$ cat config.mk
export PLATFORM = sky130hd
export DESIGN_NAME = alu_seq_flat
export DESIGN_NICKNAME = d
export VERILOG_FILES = /design/src/rtl/alu_seq_if.sv /design/src/rtl/alu_seq.sv /design/src/flat_wrapper.sv
export SDC_FILE = /design/constraint.sdc
export NUM_CORES = 1
export LEC_CHECK = 0
export CAP_MARGIN = 20
export CELL_PAD_IN_SITES_DETAIL_PLACEMENT = 1
export CELL_PAD_IN_SITES_GLOBAL_PLACEMENT = 1
export CORE_MARGIN = 2
export CORE_UTILIZATION = 35
export CTS_CLUSTER_SIZE = 12
export DETAILED_ROUTE_END_ITERATION = 10
export PLACE_DENSITY = 0.85
export SKIP_CTS_REPAIR_TIMING = 1
export SYNTH_ARGS = -nofsm -noshare
export SYNTH_HDL_FRONTEND = slang
export SYNTH_SLANG_ARGS = --single-unit
$ cat constraint.sdc
create_clock -name clk -period 4.1 [get_ports clk]
set_input_delay 0.41 -clock clk [delete_from_list [all_inputs] [get_ports clk]]
set_output_delay 0.41 -clock clk [all_outputs]
set_load 0.005 [all_outputs]
$ cat src/rtl/alu_seq_if.sv
// alu_seq request/result bundle.
// The master drives the request and operands.
// The slave (the ALU) drives the handshake status and the registered result.
interface alu_seq_if #(
   parameter int unsigned WIDTH = 32
);
   logic             start;
   logic [4:0]       alu_op;
   logic [2:0]       sel;
   logic [WIDTH-1:0] A;
   logic [WIDTH-1:0] rd2;
   logic [WIDTH-1:0] sext;
   logic             ready;
   logic             busy;
   logic             done;
   logic [WIDTH-1:0] C;
   logic             f;

   modport master (
      output start, alu_op, sel, A, rd2, sext,
      input  ready, busy, done, C, f
   );

   modport slave (
      input  start, alu_op, sel, A, rd2, sext,
      output ready, busy, done, C, f
   );
endinterface

$ cat src/rtl/alu_seq.sv
// alu_seq: multi-cycle execute-stage ALU for miniRV with a registered result.
// Base ops complete in one cycle. Multiply, divide and remainder run as
// WIDTH-step iterative ops behind the start/done handshake.
// Build option: define ALU_MULDIV_EN to compile in the mul/div datapath and the
// CALC state. Without it, codes 5'h10..5'h16 take the default A+B path.
module alu_seq #(
   parameter int unsigned WIDTH = 32
) (
   input  logic     clk,
   input  logic     rst_n,
   alu_seq_if.slave bus
);
   localparam int unsigned SHW = $clog2(WIDTH);

   // Base op codes and selector/flag values, mirroring defines.vh
   localparam logic [4:0] ALU_ADD = 5'h00;
   localparam logic [4:0] ALU_SUB = 5'h01;
   localparam logic [4:0] ALU_AND = 5'h02;
   localparam logic [4:0] ALU_OR  = 5'h03;
   localparam logic [4:0] ALU_XOR = 5'h04;
   localparam logic [4:0] ALU_SLL = 5'h05;
   localparam logic [4:0] ALU_SRL = 5'h06;
   localparam logic [4:0] ALU_SRA = 5'h07;
   localparam logic [4:0] ALU_BEQ = 5'h08;
   localparam logic [4:0] ALU_BNE = 5'h09;
   localparam logic [4:0] ALU_BLT = 5'h0A;
   localparam logic [4:0] ALU_BGE = 5'h0B;
   localparam logic [2:0] ALU_RS2 = 3'd0;
   localparam logic [2:0] ALU_EXT = 3'd1;
   localparam logic       COM_YES = 1'b1;
   localparam logic       COM_NO  = 1'b0;

   typedef enum logic [1:0] {IDLE, CALC, DONE} state_t;

   state_t           r_state;
   state_t           w_state_nxt;
   logic [WIDTH-1:0] r_c;
   logic [WIDTH-1:0] w_c_nxt;
   logic             r_f;
   logic             w_f_nxt;
   logic             r_done;
   logic             r_ready;
   logic [WIDTH-1:0] w_b;
   logic [WIDTH-1:0] w_base_c;
   logic             w_base_f;

`ifdef ALU_MULDIV_EN
   localparam int unsigned CW = SHW + 1;
   localparam int unsigned W2 = 2 * WIDTH;

   localparam logic [4:0] ALU_MUL   = 5'h10;
   localparam logic [4:0] ALU_MULH  = 5'h11;
   localparam logic [4:0] ALU_MULHU = 5'h12;
   localparam logic [4:0] ALU_DIV   = 5'h13;
   localparam logic [4:0] ALU_DIVU  = 5'h14;
   localparam logic [4:0] ALU_REM   = 5'h15;
   localparam logic [4:0] ALU_REMU  = 5'h16;

   logic             r_busy;
   logic [CW-1:0]    r_cnt;
   logic [CW-1:0]    w_cnt_nxt;
   logic [4:0]       r_md_op;
   logic [4:0]       w_md_op_nxt;
   logic             r_is_mul;
   logic             w_is_mul_nxt;
   logic             r_neg_q;
   logic             w_neg_q_nxt;
   logic             r_neg_r;
   logic             w_neg_r_nxt;
   logic [W2-1:0]    r_acc;
   logic [W2-1:0]    w_acc_nxt;
   logic [WIDTH-1:0] r_dvs;
   logic [WIDTH-1:0] w_dvs_nxt;

   logic             w_is_md;
   logic             w_is_mul;
   logic             w_op_signed;
   logic             w_sa;
   logic             w_sb;
   logic [WIDTH-1:0] w_abs_a;
   logic [WIDTH-1:0] w_abs_b;
   logic [WIDTH:0]   w_madd;
   logic [WIDTH:0]   w_dsh;
   logic [WIDTH:0]   w_ddiff;
   logic [W2-1:0]    w_step;
   logic [W2-1:0]    w_prod;
   logic [WIDTH-1:0] w_quot;
   logic [WIDTH-1:0] w_rem;
   logic [WIDTH-1:0] w_md_res;
`endif

   // B operand source
   always_comb begin
      case (bus.sel)
         ALU_RS2: w_b = bus.rd2;
         ALU_EXT: w_b = bus.sext;
         default: w_b = bus.rd2;
      endcase
   end

   // Single-cycle base ops; branch compares return A+B in C
   always_comb begin
      w_base_c = bus.A + w_b;
      w_base_f = COM_NO;
      case (bus.alu_op)
         ALU_ADD: w_base_c = bus.A + w_b;
         ALU_SUB: w_base_c = bus.A - w_b;
         ALU_AND: w_base_c = bus.A & w_b;
         ALU_OR:  w_base_c = bus.A | w_b;
         ALU_XOR: w_base_c = bus.A ^ w_b;
         ALU_SLL: w_base_c = bus.A << w_b[SHW-1:0];
         ALU_SRL: w_base_c = bus.A >> w_b[SHW-1:0];
         ALU_SRA: w_base_c = $signed(bus.A) >>> w_b[SHW-1:0];
         ALU_BEQ: w_base_f = (bus.A == w_b) ? COM_YES : COM_NO;
         ALU_BNE: w_base_f = (bus.A != w_b) ? COM_YES : COM_NO;
         ALU_BLT: w_base_f = ($signed(bus.A) <  $signed(w_b)) ? COM_YES : COM_NO;
         ALU_BGE: w_base_f = ($signed(bus.A) >= $signed(w_b)) ? COM_YES : COM_NO;
         default: ;
      endcase
   end

`ifdef ALU_MULDIV_EN
   // Request decode and operand magnitudes for the iterative ops
   always_comb begin
      w_is_md     = bus.alu_op inside {ALU_MUL, ALU_MULH, ALU_MULHU, ALU_DIV,
                                       ALU_DIVU, ALU_REM, ALU_REMU};
      w_is_mul    = bus.alu_op inside {ALU_MUL, ALU_MULH, ALU_MULHU};
      w_op_signed = bus.alu_op inside {ALU_MUL, ALU_MULH, ALU_DIV, ALU_REM};
      w_sa        = w_op_signed & bus.A[WIDTH-1];
      w_sb        = w_op_signed & w_b[WIDTH-1];
      w_abs_a     = w_sa ? -bus.A : bus.A;
      w_abs_b     = w_sb ? -w_b : w_b;
   end

   // One shift-add (multiply) or restoring-subtract (divide) step.
   // r_acc holds {upper, lower}: product/multiplier or remainder/quotient.
   always_comb begin
      w_madd  = {1'b0, r_acc[W2-1:WIDTH]} + (r_acc[0] ? {1'b0, r_dvs} : '0);
      w_dsh   = {r_acc[W2-1:WIDTH], r_acc[WIDTH-1]};
      w_ddiff = w_dsh - {1'b0, r_dvs};
      if (r_is_mul) begin
         w_step = {w_madd, r_acc[WIDTH-1:1]};
      end else if (!w_ddiff[WIDTH]) begin
         w_step = {w_ddiff[WIDTH-1:0], r_acc[WIDTH-2:0], 1'b1};
      end else begin
         w_step = {w_dsh[WIDTH-1:0], r_acc[WIDTH-2:0], 1'b0};
      end
   end

   // Sign correction and result select on the final step
   always_comb begin
      w_prod = r_neg_q ? -w_step : w_step;
      w_quot = r_neg_q ? -w_step[WIDTH-1:0] : w_step[WIDTH-1:0];
      w_rem  = r_neg_r ? -w_step[W2-1:WIDTH] : w_step[W2-1:WIDTH];
      case (r_md_op)
         ALU_MUL:             w_md_res = w_prod[WIDTH-1:0];
         ALU_MULH, ALU_MULHU: w_md_res = w_prod[W2-1:WIDTH];
         ALU_DIV, ALU_DIVU:   w_md_res = w_quot;
         ALU_REM, ALU_REMU:   w_md_res = w_rem;
         default:             w_md_res = w_rem;
      endcase
   end
`endif

   // FSM state register
   always_ff @(posedge clk) begin
      if (!rst_n) begin
         r_state <= IDLE;
      end else begin
         r_state <= w_state_nxt;
      end
   end

   // Next state, result capture and iteration control
   always_comb begin
      w_state_nxt  = IDLE;
      w_c_nxt      = r_c;
      w_f_nxt      = r_f;
`ifdef ALU_MULDIV_EN
      w_cnt_nxt    = r_cnt;
      w_acc_nxt    = r_acc;
      w_dvs_nxt    = r_dvs;
      w_md_op_nxt  = r_md_op;
      w_is_mul_nxt = r_is_mul;
      w_neg_q_nxt  = r_neg_q;
      w_neg_r_nxt  = r_neg_r;
`endif
      case (r_state)
`ifdef ALU_MULDIV_EN
         CALC: begin
            w_state_nxt = CALC;
            w_cnt_nxt   = r_cnt - CW'(1);
            w_acc_nxt   = w_step;
            if (r_cnt == CW'(1)) begin
               w_state_nxt = DONE;
               w_c_nxt     = w_md_res;
               w_f_nxt     = COM_NO;
            end
         end
`endif
         // IDLE and DONE both accept a new request
         default: begin
            if (bus.start) begin
`ifdef ALU_MULDIV_EN
               if (w_is_md) begin
                  w_state_nxt  = CALC;
                  w_cnt_nxt    = CW'(WIDTH);
                  w_acc_nxt    = {{WIDTH{1'b0}}, w_abs_a};
                  w_dvs_nxt    = w_abs_b;
                  w_md_op_nxt  = bus.alu_op;
                  w_is_mul_nxt = w_is_mul;
                  // Divide by zero keeps the all-ones quotient unsigned
                  w_neg_q_nxt  = (w_sa ^ w_sb) & (w_is_mul | (w_b != '0));
                  w_neg_r_nxt  = w_sa;
               end else
`endif
               begin
                  w_state_nxt = DONE;
                  w_c_nxt     = w_base_c;
                  w_f_nxt     = w_base_f;
               end
            end
         end
      endcase
   end

   // Registered result and handshake outputs
   always_ff @(posedge clk) begin
      if (!rst_n) begin
         r_c     <= '0;
         r_f     <= COM_NO;
         r_done  <= 1'b0;
         r_ready <= 1'b1;
      end else begin
         r_c     <= w_c_nxt;
         r_f     <= w_f_nxt;
         r_done  <= (w_state_nxt == DONE);
         r_ready <= (w_state_nxt != CALC);
      end
   end

`ifdef ALU_MULDIV_EN
   // Iteration registers and busy flag
   always_ff @(posedge clk) begin
      if (!rst_n) begin
         r_busy   <= 1'b0;
         r_cnt    <= '0;
         r_acc    <= '0;
         r_dvs    <= '0;
         r_md_op  <= '0;
         r_is_mul <= 1'b0;
         r_neg_q  <= 1'b0;
         r_neg_r  <= 1'b0;
      end else begin
         r_busy   <= (w_state_nxt == CALC);
         r_cnt    <= w_cnt_nxt;
         r_acc    <= w_acc_nxt;
         r_dvs    <= w_dvs_nxt;
         r_md_op  <= w_md_op_nxt;
         r_is_mul <= w_is_mul_nxt;
         r_neg_q  <= w_neg_q_nxt;
         r_neg_r  <= w_neg_r_nxt;
      end
   end

   assign bus.busy = r_busy;
`else
   assign bus.busy = 1'b0;
`endif

   assign bus.C     = r_c;
   assign bus.f     = r_f;
   assign bus.done  = r_done;
   assign bus.ready = r_ready;
endmodule

$ cat src/flat_wrapper.sv
// flat-port wrapper written by rule: the top's interface ports become plain ports
module alu_seq_flat 
#(
   parameter int unsigned WIDTH = 32
)
  (clk, rst_n, bus_start, bus_alu_op, bus_sel, bus_A, bus_rd2, bus_sext, bus_ready, bus_busy, bus_done, bus_C, bus_f);
  alu_seq_if #(.WIDTH(WIDTH)) bus_i ();
  input  logic clk;
  input  logic rst_n;
  input wire logic [$bits(bus_i.start)-1:0] bus_start;
  input wire logic [$bits(bus_i.alu_op)-1:0] bus_alu_op;
  input wire logic [$bits(bus_i.sel)-1:0] bus_sel;
  input wire logic [$bits(bus_i.A)-1:0] bus_A;
  input wire logic [$bits(bus_i.rd2)-1:0] bus_rd2;
  input wire logic [$bits(bus_i.sext)-1:0] bus_sext;
  output wire logic [$bits(bus_i.ready)-1:0] bus_ready;
  output wire logic [$bits(bus_i.busy)-1:0] bus_busy;
  output wire logic [$bits(bus_i.done)-1:0] bus_done;
  output wire logic [$bits(bus_i.C)-1:0] bus_C;
  output wire logic [$bits(bus_i.f)-1:0] bus_f;
  assign bus_i.start = bus_start;
  assign bus_i.alu_op = bus_alu_op;
  assign bus_i.sel = bus_sel;
  assign bus_i.A = bus_A;
  assign bus_i.rd2 = bus_rd2;
  assign bus_i.sext = bus_sext;
  assign bus_ready = bus_i.ready;
  assign bus_busy = bus_i.busy;
  assign bus_done = bus_i.done;
  assign bus_C = bus_i.C;
  assign bus_f = bus_i.f;
  alu_seq #(.WIDTH(WIDTH)) u_core (.clk(clk), .rst_n(rst_n), .bus(bus_i));
endmodule
==> key figures, run 1 <==
Synthesis
  • FF+latch count, synth: 34
  • Area leader, netlist: mux2i_1
  • Register area share after synthesis: around 6.4%
  • Synth top area cells: mux2i_1 (12%), ha_1 (11%), nand2_1 (7.7%), a21oi_1 (6.6%), dfxtp_1 (6.4%)
  • Net count after synthesis: ~1800
  • Synth Cell Area: 10600 um2
  • Avg Cell Area, Syn: between 6 and 7 um2
  • Yosys synthesis warning count: 0
  • Top cell type's share of synthesized area: roughly an eighth
  • Main synth FF type: dfxtp_1
  • Post-synthesis async set-or-reset flop share: 0%
  • Mapped Cells: 1611
  • Post-synth EDFFs: 0
  • Synth unique cells: 88

Power and ir drop
  • Sequential Power Share: between 10% and 20%
  • Power Density: 219 nW/um2
  • Sw Pwr: about 1600 uW
  • Sw Share: about half
  • Clock group share of total power: a little over an eighth
  • Worst VDD drop: approximately 0.14 mV
  • P_leak: around 0.0067 uW
  • Comb power frac: roughly 74%
  • Tot Pwr: 3240 uW
  • Internal power: approximately 1600 uW

Placed design
  • Placed wire-length estimate: approximately 53000 um
  • # port buffers: between 100 and 150
  • RD Place Congestion: ~1.1

Cells and area
  • Final net count: ~2200
  • Fraction of final layout cells with drive strength greater than 1: 20.4%
  • Most common cell after layout, fill and taps aside: buf_4
  • Most frequent cells in the layout: buf_4 (313), nand2_1 (218), a21oi_1 (137)
  • Ant diodes: 0
  • Util after Layout: 49.8%
  • Fill count: 3810
  • Synth-to-Final Area Change: 39.6%

STA
  • Max-slew headroom: a little under two fifths
  • Finish-stage setup viols: 0
  • Final hold vios: 0
  • RSZ-0062 raised after global routing: no
  • Actual slew at the worst max-slew pin: between 0.9 and 1 ns
  • Tcrit/Tclk final: a little over nine tenths
  • Fin crit period: 3.94 ns
  • Fmax achieved: ~250 MHz
  • Worst hold slack: around 0.52 ns
  • Setup TNS: 0 ns
  • Clk_skew: 0 ns
  • Slew Viols, Final: 0

CTS
  • Clk slew on worst S/H paths: approximately 0.070 ns
  • Worst-Skew Late Latency: slightly below 0.3 ns
  • H-tree levels: 2
  • Clock Sinks: 34
  • Cts bufs inserted: 5
  • Clock Path Buffers: 2
  • CTS tree: yes
  • Clock root buffer: clkbuf_16

Drt
  • Post-DR wirelength/cell: between 20 and 30 um
  • Initial DRT Pass Iterations: 6
  • Detailed-route via count: 15211
  • Final ANT Viol Nets: 0
  • 1st-iter DRT viols: 1842
  • Final wirelength: approximately 66000 um
  • Via/cell ratio: about 6.5
  • DRC: 0

Hold path
  • Hold Path Class: register to register

Setup path
  • CP required: around 4.3 ns
  • Critical Path Source Type: input port
  • Crit path max fanout: 5
  • Setup CP Type: input port to register
  • Worst Path Arrival: about 4.2 ns
  • Nature of the critical path endpoint: register

Floorplanning
  • Top-Level Pins: approximately 140
  • Area of the core: between 20000 and 30000 um2
  • Chip Height: about 180 um
  • Die X: 178 um
  • Die area: 31700 um2
  • Starting Density: between 30 and 40%
  • Row count: 63

GRT
  • First-pass GRT wire length: ~96000 um
  • Vias in the first global route: ~15000
  • Initial antenna violation count: 5
  • Grt total ovfl: 0
  • Global Route Usage Sum: a little over 40%
  • Largest net degree at the start of global routing: 56

Status
  • Status: finished, final reports clean

Job
  • Total of max-cap violations: 0
[synthesized netlist by cell type, types with 5 or more instances]
library cell	n
nor2_1	119
o211ai_1	48
a311oi_1	6
o21a_1	15
o41ai_1	5
a22o_1	8
o21ai_0	118
clkbuf_1	88
a221o_1	7
o2111ai_1	10
xor2_1	6
and2_1	9
nand3_1	23
dfxtp_1	34
a211oi_1	32
o31ai_1	11
nand4_1	14
a21oi_1	139
ha_1	90
nor2b_1	5
a22oi_1	6
mux2_2	13
o21bai_1	18
buf_2	21
or3_1	16
o31a_1	7
a31o_2	7
or2_2	7
o22ai_1	18
inv_1	102
xnor2_1	16
o221ai_1	7
nand2_1	218
a211o_1	11
and3_1	14
nor3_1	41
nor4_1	13
mux2i_1	130
a21o_1	9
a31oi_1	29
nand2b_1	8
nor3b_1	5
a221oi_1	17
buf_1	12
a2111oi_0	6
[critical path: stages]
cell	delay, ns
dlymetal6s2s_1	0.14
or3b_4	0.47
buf_4	0.18
a21oi_4	0.17
inv_2	0.06
ha_1	0.29
buf_4	0.16
inv_1	0.09
ha_1	0.17
inv_1	0.06
a222oi_1	0.45
buf_4	0.22
nor4b_1	0.04
buf_4	0.15
nor3_2	0.30
o21ai_0	0.18
or2_0	0.22
a41o_1	0.24
a21oi_1	0.16
[layer usage]
metal / vias up / track usage [%] / wire length, um
met5: - / 0 / 37
met4: 6 / 17.5 / 3420
met3: 221 / 8.80 / 7120
met2: 921 / 63.9 / 28700
met1: 7429 / 52.8 / 26300
li1: 6634 / - / -
[sequential cells by signal, indices dropped and copies added, names as in the netlist]
signal and flops:
u_core.bus.C 32, u_core.bus.done 1, u_core.bus.f 1
[final timing paths]
| path | start | end | slack [ns] | depth (start not counted) |
|---|---|---|---|---|
| max | bus_sel[1] | u_core.bus.C[26]$_SDFFE_PN0P_ | 0.16 | 19 |
| max reg2reg | u_core.bus.C[29]$_SDFFE_PN0P_ | u_core.bus.C[29]$_SDFFE_PN0P_ | 3.11 | 3 |
| min reg2reg | u_core.bus.C[0]$_SDFFE_PN0P_ | u_core.bus.C[0]$_SDFFE_PN0P_ | 0.52 | 2 |
| min | u_core.bus.C[0]$_SDFFE_PN0P_ | u_core.bus.C[0]$_SDFFE_PN0P_ | 0.52 | 2 |
[power groups by stage]
stage	Clock [uW]	Sequential, uW	Combinational, uW
after detailed placement	0	406	2280
after floorplan	0	391	1170
after global routing	438	403	2540
final	429	402	2410
after global placement	0	407	2240
after CTS	425	400	2300
[per-stage QoR]
stage / cell area, um2 / instances / setup slack, ns
6_report: 14800 / 2343 / 0.159
5_1_grt: 14800 / 2343 / 0.103
3_5_place_dp: 14500 / 2333 / -0.590
4_1_cts: 14600 / 2341 / -0.316
3_3_place_gp: 14500 / 2333 / -0.501
2_1_floorplan: 10600 / 1611 / 0.00851
[area by class of cell]
cell class	instances	area, um2	share of cell area [%]
clock buffers	7	143	0.963
flip-flops and latches	34	681	4.60
well taps	390	488	3.30
multi-input cells	1348	9240	62.4
clock inverters	1	5.00	0.0338
inverters	104	390	2.64
repair buffers	459	3860	26.1
[kinds of logic after synthesis]
group           after synthesis  share of synthesized area, %
compound gates              581                          36.6
simple gates                508                          21.9
buf+inv                     229                          8.53
mux                         144                          13.9
fa+ha+maj                    91                          10.8
flops                        34                          6.42
xor+xnor                     22                          1.82
other cells                   2                        0.0708
(Power assumes the default switching activity.)
==> inputs of run 2 (changes only) <==
--- a/config.mk
+++ b/config.mk
@@ -8,10 +8,11 @@
 export CAP_MARGIN = 20
 export CELL_PAD_IN_SITES_DETAIL_PLACEMENT = 1
 export CELL_PAD_IN_SITES_GLOBAL_PLACEMENT = 1
-export CORE_MARGIN = 2
+export CORE_MARGIN = 3
 export CORE_UTILIZATION = 35
 export CTS_CLUSTER_SIZE = 12
 export DETAILED_ROUTE_END_ITERATION = 10
+export GPL_ROUTABILITY_DRIVEN = 1
 export PLACE_DENSITY = 0.85
 export SKIP_CTS_REPAIR_TIMING = 1
 export SYNTH_ARGS = -nofsm -noshare
==> run 2 against run 1 <==
Net effect:
- critical path depth is 2 lower
- clock skew unchanged
- cell count increased by 3.7%
- critical path type unchanged
- critical endpoint is now u_core.bus.C[23]$_SDFFE_PN0P_
- largest power group unchanged
- register-to-register slack hardly changed
==> key figures, run 2 (synthesis results as in run 1) <==
Floorplanning
  • Row count: 63 (unchanged)
  • Starting Density: 35.7% (unchanged)
  • Die area: 32400 um2 (+2.3%)
  • Die X: 180 um (+1.1%)
  • Chip Height: 180 um (+1.1%)
  • Area of the core: 29700 um2 (unchanged)
  • Top-Level Pins: 143 (unchanged)

Drt
  • Via/cell ratio: 6.51 (+0.21%)
  • Post-DR wirelength/cell: 28.9 um (+3.4%)
  • Final ANT Viol Nets: 0 (unchanged)
  • Detailed-route via count: 15803 (+3.9%)
  • Initial DRT Pass Iterations: 6 (unchanged)
  • DRC: 0 (unchanged)
  • 1st-iter DRT viols: 2287 (+24%)
  • Final wirelength: 70300 um (+7.2%)

Cells and area
  • Post-layout instance area: 15900 um2 (+7.1%)
  • Largest register FFs: 32 (unchanged)
  • Most common cell after layout, fill and taps aside: buf_4
  • Fill count: 3786 (-0.63%)
  • Final net count: 2234 (+3.9%)
  • Synth-to-Final Area Change: 49.6%
  • Multi-input logic area: 9580 um2 (+3.6%)
  • Sequential cell area: 681 um2 (unchanged)
  • Fraction of final layout cells with drive strength greater than 1: 25.9% (+5.5 points)
  • Most frequent cells in the layout: buf_4 (385), nand2_1 (214), clkdlybuf4s50_1 (136)

Setup path
  • R2R cell count: 4 (+1)
  • Crit path max-delay family: compound AO/OA/AOI/OAI gates
  • Worst Path Arrival: 4.08 ns (-0.08 ns)
  • CP max stage cell: or3b_4
  • Reg-to-Reg End: u_core.bus.C[29]$_SDFFE_PN0P_
  • Nature of the critical path endpoint: register
  • CP peak stage delay: 0.46 ns (about the same)
  • Setup CP Type: input port to register
  • Critical path, cell by cell: dlymetal6s2s_1 -> or3b_4 -> buf_4 -> a21oi_4 -> inv_2 -> ha_1 -> a211oi_2 -> buf_4 -> o211ai_1 -> a21o_1 -> o21a_1 -> buf_4 -> a41o_1 -> a22o_1 -> o21ai_0 -> buf_4 -> a31oi_1
  • R2r startpoint: u_core.bus.C[29]$_SDFFE_PN0P_
  • Flop-to-flop setup slack: 3.10 ns (about the same)
  • CP required: 4.28 ns (-0.04 ns)
  • Critical Path Source Type: input port
  • Most used cell, CP: buf_4
  • CP bufs+invs: 6 (-2)
  • Crit path max fanout: 6 (+1)

STA
  • Finish-stage setup viols: 0 (unchanged)
  • Fin crit period: 3.90 ns (-0.0431 ns)
  • Worst hold slack: 0.495 ns (-0.0212 ns)
  • Setup TNS: 0 ns (unchanged)
  • Final hold vios: 0 (unchanged)
  • Actual slew at the worst max-slew pin: 0.849 ns (-0.0820 ns)
  • Fmax achieved: 257 MHz (+1.1%)
  • Slew Viols, Final: 0 (unchanged)
  • Max-slew headroom: 43.3% (+5.5 points)
  • RSZ-0062 raised after global routing: no
  • PnR worst setup slack: 0.202 ns (+0.0431 ns)
  • Tcrit/Tclk final: 95.1% (-1.1 points)
  • Clk_skew: 0 ns (unchanged)

GRT
  • Vias in the first global route: 15595 (+1.3%)
  • Global Route Usage Sum: 39.8% (-0.66 points)
  • Largest net degree at the start of global routing: 56 (unchanged)
  • First-pass GRT wire length: 100000 um (+3.7%)
  • Initial antenna violation count: 2 (-3)
  • Grt total ovfl: 0 (unchanged)

CTS
  • Clock Sinks: 34 (unchanged)
  • CTS tree: yes
  • Worst-Skew Late Latency: 0.30 ns (about the same)
  • Cts bufs inserted: 5 (unchanged)
  • Clk slew on worst S/H paths: 0.07 ns (about the same)
  • Clock root buffer: clkbuf_16
  • H-tree levels: 2 (unchanged)
  • Clock Path Buffers: 2 (unchanged)

Power and ir drop
  • Comb power frac: 75.8% (+1.4 points)
  • Sw Share: 49.7% (-0.33 points)
  • Worst VDD drop: 0.149 mV (+6.0%)
  • Power Density: 221 nW/um2 (+0.92%)
  • Tot Pwr: 3510 uW (+8.1%)
  • Sequential Power Share: 11.4% (-1.0 points)
  • Sw Pwr: 1740 uW (+7.4%)
  • P_leak: 0.00712 uW (+6.8%)
  • Clock group share of total power: 12.8% (-0.4 points)
  • Internal power: 1760 uW (+8.8%)

Hold path
  • Hold path endpoint: u_core.bus.C[1]$_SDFFE_PN0P_
  • Hold Path Class: register to register
  • Hold path startpoint: u_core.bus.C[1]$_SDFFE_PN0P_
  • Hold Path Depth: 2 (unchanged)

Placed design
  • Placed wire-length estimate: 55200 um (+4.9%)
  • # port buffers: 140 (unchanged)
  • Dpl cell area: 15100 um2 (+4.2%)
  • Worst slack, placed: -0.841 ns (-0.251 ns)
  • RD Place Congestion: 1.05 (-0.11%)

Status
  • Status: finished, final reports clean

Job
  • Total of max-cap violations: 0 (unchanged)
==> run 2: cell type report <==
type	count	share of cell area (%)
clock inverters	1	0.0316
clock buffers	7	0.899
well taps	390	3.08
flip-flops and latches	34	4.29
inverters	104	2.48
diodes	2	0.0316
multi-input cells	1348	60.4
repair buffers	543	28.8
==> run 2: per-layer routing <==
| metal | share of wire (%) | track usage, % | vias up |
|---|---|---|---|
| met2 | 43 | 62.8 | 1039 |
| met5 | 0.019 | 0 | - |
| met1 | 40 | 52.6 | 7661 |
| li1 | - | - | 6802 |
| met4 | 6.3 | 17.2 | 2 |
| met3 | 10 | 8.40 | 299 |
==> run 2: how the worst max path moves through the flow <==
stage	start	end	slack, ns	depth (start not counted)
final	bus_sel[0]	u_core.bus.C[23]$_SDFFE_PN0P_	0.20	17
after global routing	bus_sel[0]	u_core.bus.C[30]$_SDFFE_PN0P_	0.07	20
after CTS	bus_sel[0]	u_core.bus.f$_SDFFE_PN0P_	-0.55	20
after detailed placement	bus_sel[0]	u_core.bus.f$_SDFFE_PN0P_	-0.84	20
after global placement	bus_sel[0]	u_core.bus.C[8]$_SDFFE_PN0P_	-0.52	18
after floorplan	bus_sel[1]	u_core.bus.C[26]$_SDFFE_PN0P_	0.009	16
==> run 2: worst register-to-register path, stage by stage (launching register included) <==
cell and delay, ns:
dfxtp_1 0.33, o21ai_0 0.31, nor3_1 0.10, nand2_1 0.09, nand3_1 0.07
==> run 2: metrics by stage <==
step / util, % / std cells
after floorplan: - / 1611
after global placement: 50.7 / 2407
after detailed placement: 50.7 / 2407
after CTS: 51.2 / 2415
after global routing: 53.3 / 2427
final: 53.4 / 2429
==> run 2: power by group through the flow <==
stage,Clock [uW],Sequential [uW],Combinational [uW]
after global placement,0,406,2360
after detailed placement,0,405,2430
after global routing,452,402,2790
final,448,400,2660
after floorplan,0,391,1170
after CTS,440,399,2440
==> inputs of run 3 (changes only) <==
--- a/config.mk
+++ b/config.mk
@@ -5,7 +5,6 @@
 export SDC_FILE = /design/constraint.sdc
 export NUM_CORES = 1
 export LEC_CHECK = 0
-export CAP_MARGIN = 20
 export CELL_PAD_IN_SITES_DETAIL_PLACEMENT = 1
 export CELL_PAD_IN_SITES_GLOBAL_PLACEMENT = 1
 export CORE_MARGIN = 3
==> results of run 3 <==
The final DEF is identical to that of run 2; final timing and power are the same.
==> RTL edit (flow settings as in run 2) <==
Re-encode `state_t` (3 states) as one-hot, 3 bits wide.
--- a/src/rtl/alu_seq.sv
+++ b/src/rtl/alu_seq.sv
@@ -30,7 +30,7 @@
    localparam logic       COM_YES = 1'b1;
    localparam logic       COM_NO  = 1'b0;
 
-   typedef enum logic [1:0] {IDLE, CALC, DONE} state_t;
+   typedef enum logic [2:0] {IDLE = 3'b001, CALC = 3'b010, DONE = 3'b100} state_t;
 
    state_t           r_state;
    state_t           w_state_nxt;
Check against the original RTL: equivalent (Yosys induction, for registers that start in step).
==> RTL edit against run 2 <==
Sequential cell count did not move. Power down 3.2%. Final area down 2.4%. Count of clock-buffer cells in the layout shrank 2. Synthesized area fell by 2.2%. Setup slack got worse by 0.14 ns. Hold slack better by 0.0031 ns. Wire length down 12%. Global-route usage fell by 2.2 points. Sequential share of layout area rose by 0.11 points. Utilization is 0.13 points higher. Combinational power decreased by 5%. Critical path type unchanged.
==> RTL edit: results (changes against run 2) <==
GRT
  • Tot GR Track Use: 0.376 (was 0.398)
  • Largest net degree at the start of global routing: 57 (was 56)
  • First-pass GRT wire length: 91000 um (was 100000 um)
  • Initial antenna violation count: 1 (was 2)

Power and ir drop
  • Worst vdd ir: 0.145 mV (was 0.149 mV)
  • Pleak: 7.07 nW (was 7.12 nW)

Synthesis
  • Synth cell count leaders: mux2i_1 (141), a21oi_1 (140), nor2_1 (137) (was nand2_1 (218), a21oi_1 (139), mux2i_1 (130))
  • Synth cell types: 94 (was 88)
  • Synth Area in Compound Gates: 0.355 (was 0.366)
  • Xor and xnor fraction of the mapped netlist area: 0.0135 (was 0.0182)
  • Synthesized-area fraction occupied by adder cells: 0.110 (was 0.108)
  • Prevailing post-synth register cell: dfxtp_1 (unchanged)
  • Cells after Synth: 1512 (was 1611)
  • Multiplexer area fraction after synthesis: 0.178 (was 0.139)
  • Sequential area share after synthesis: 0.0656 (was 0.0642)
  • Synth top area cells: mux2i_1 (14%), ha_1 (11%), a21oi_1 (6.8%) (was mux2i_1 (12%), ha_1 (11%), nand2_1 (7.7%))
  • Syn nets: 1710 (was 1809)

Drt
  • WL final: 62200 um (was 70300 um)
  • Met1 Wirelength: 25600 um (was 28200 um)
  • Routed wire length on met3: 7350 um (was 7200 um)
  • Highest Signal Layer: met4 (was met5)
  • First-pass DRT Iterations: 6 (unchanged)
  • Initial drt markers: 1806 (was 2287)
  • Routed wl met2: 27200 um (was 30400 um)
  • Vias: 14800 (was 15800)

Worst setup path
  • Crit path max fanout: 6 (unchanged)
  • Crit path arrival time: 4.22 ns (was 4.08 ns)
  • Reg2Reg Setup Slack: 2.70 ns (was 3.10 ns)

Final layout
  • Final nets: 2173 (was 2234)
  • # fillers: 3706 (was 3786)
  • Finished Layout Cells: 2361 (was 2429)
  • Number of flip-flops under the largest register name: 32 (unchanged)
  • Layout cells sized above 1: 0.280 (was 0.259)

Timing
  • Min Hold Slack: 0.498 ns (was 0.495 ns)
  • Worst Tran Pin Value: 0.747 ns (was 0.849 ns)

Placement
  • Post-DP HPWL: 50400 um (was 55200 um)
  • Final GP Congestion: 1.04 (was 1.05)
  • DP Area: 15100 um^2 (about the same)
  • Placed Instances: 2345 (was 2407)

Outcome
  • Status: finished clean (unchanged)

Clock network
  • Clk slew on worst S/H paths: 0.07 ns (about the same)
  • Total CTS buffers: 5 (unchanged)
  • Worst skew pair latency: 0.30 ns (about the same)
  • Max clock buf depth: 2 (unchanged)
  • H-tree levels: 2 (unchanged)
==> RTL edit: cell count changes after synthesis, moves of 14 or more <==
| cell | delta |
|---|---|
| inv_1 | -18 |
| a21o_1 | +14 |
| mux2_2 | +22 |
| nand2_1 | -87 |
| nor2_1 | +18 |
==> RTL edit: path summary, 6_finish.rpt <==
| path | from | endpoint | cells past startpoint |
|---|---|---|---|
| worst max-delay path | bus_sel[0] | u_core.bus.f | 15 |
| worst min-delay path | u_core.bus.C[2] | u_core.bus.C[2] | 2 |
| worst min register to register | u_core.bus.C[2] | u_core.bus.C[2] | 2 |
| worst max register to register | u_core.bus.C[25] | u_core.bus.C[25] | 4 |
==> RTL edit: cells by family (layout without fill, tap and decap cells) <==
group                      count (synthesis)  after routing
AOI/OAI and AO/OA                        549            549
and+or+nand+nor                          428            428
buffers and inverters                    214            678
muxes                                    178            178
adders and majority gates                 91             91
DFF                                       34             34
xor gates and xnor gates                  16             16
other                                      2              3
==> RTL edit: layout make-up <==
cell class / instances / area (um^2) / share of cell area
Sequential cell: 34 / 681 / 0.0440
Clock inverter: 3 / 40.0 / 0.00259
Antenna cell: 1 / 2.50 / 0.000162
Inverter: 92 / 354 / 0.0229
Clock buffer: 5 / 125 / 0.00808
Multi-Input combinational cell: 1264 / 9050 / 0.585
Timing Repair Buffer: 578 / 4750 / 0.307
Tap cell: 384 / 480 / 0.0310
==> RTL edit: per-stage QoR <==
stage	setup slack (ns)	setup TNS, ns
5_1_grt	-0.0391	-0.0391
4_1_cts	-0.350	-4.61
3_3_place_gp	-0.497	-9.30
6_report	0.0615	0
2_1_floorplan	0.00552	0
3_5_place_dp	-0.624	-13.95
==> RTL edit: critical path, stage by stage <==
cell	delay [ns]
dlymetal6s2s_1	0.11
or3b_4	0.46
buf_12	0.18
mux2_4	0.32
inv_4	0.07
ha_4	0.20
or2_4	0.25
or4_4	0.54
a2111oi_4	0.39
nor3_4	0.11
o31ai_4	0.41
a31oi_4	0.18
o211ai_2	0.21
a21oi_1	0.09
o31a_1	0.28
==> RTL edit: power by group <==
group / internal (mW) / switching [mW]
logic: 1.15 / 1.38
clock network: 0.286 / 0.191
registers: 0.364 / 0.0286
==> RTL edit: metal layers <==
| layer | global-route usage | up-vias |
|---|---|---|
| met1 | 0.508 | 7301 |
| met3 | 0.0971 | 146 |
| li1 | - | 6568 |
| met2 | 0.589 | 834 |
| met4 | 0.106 | 0 |
| met5 | 0 | - |
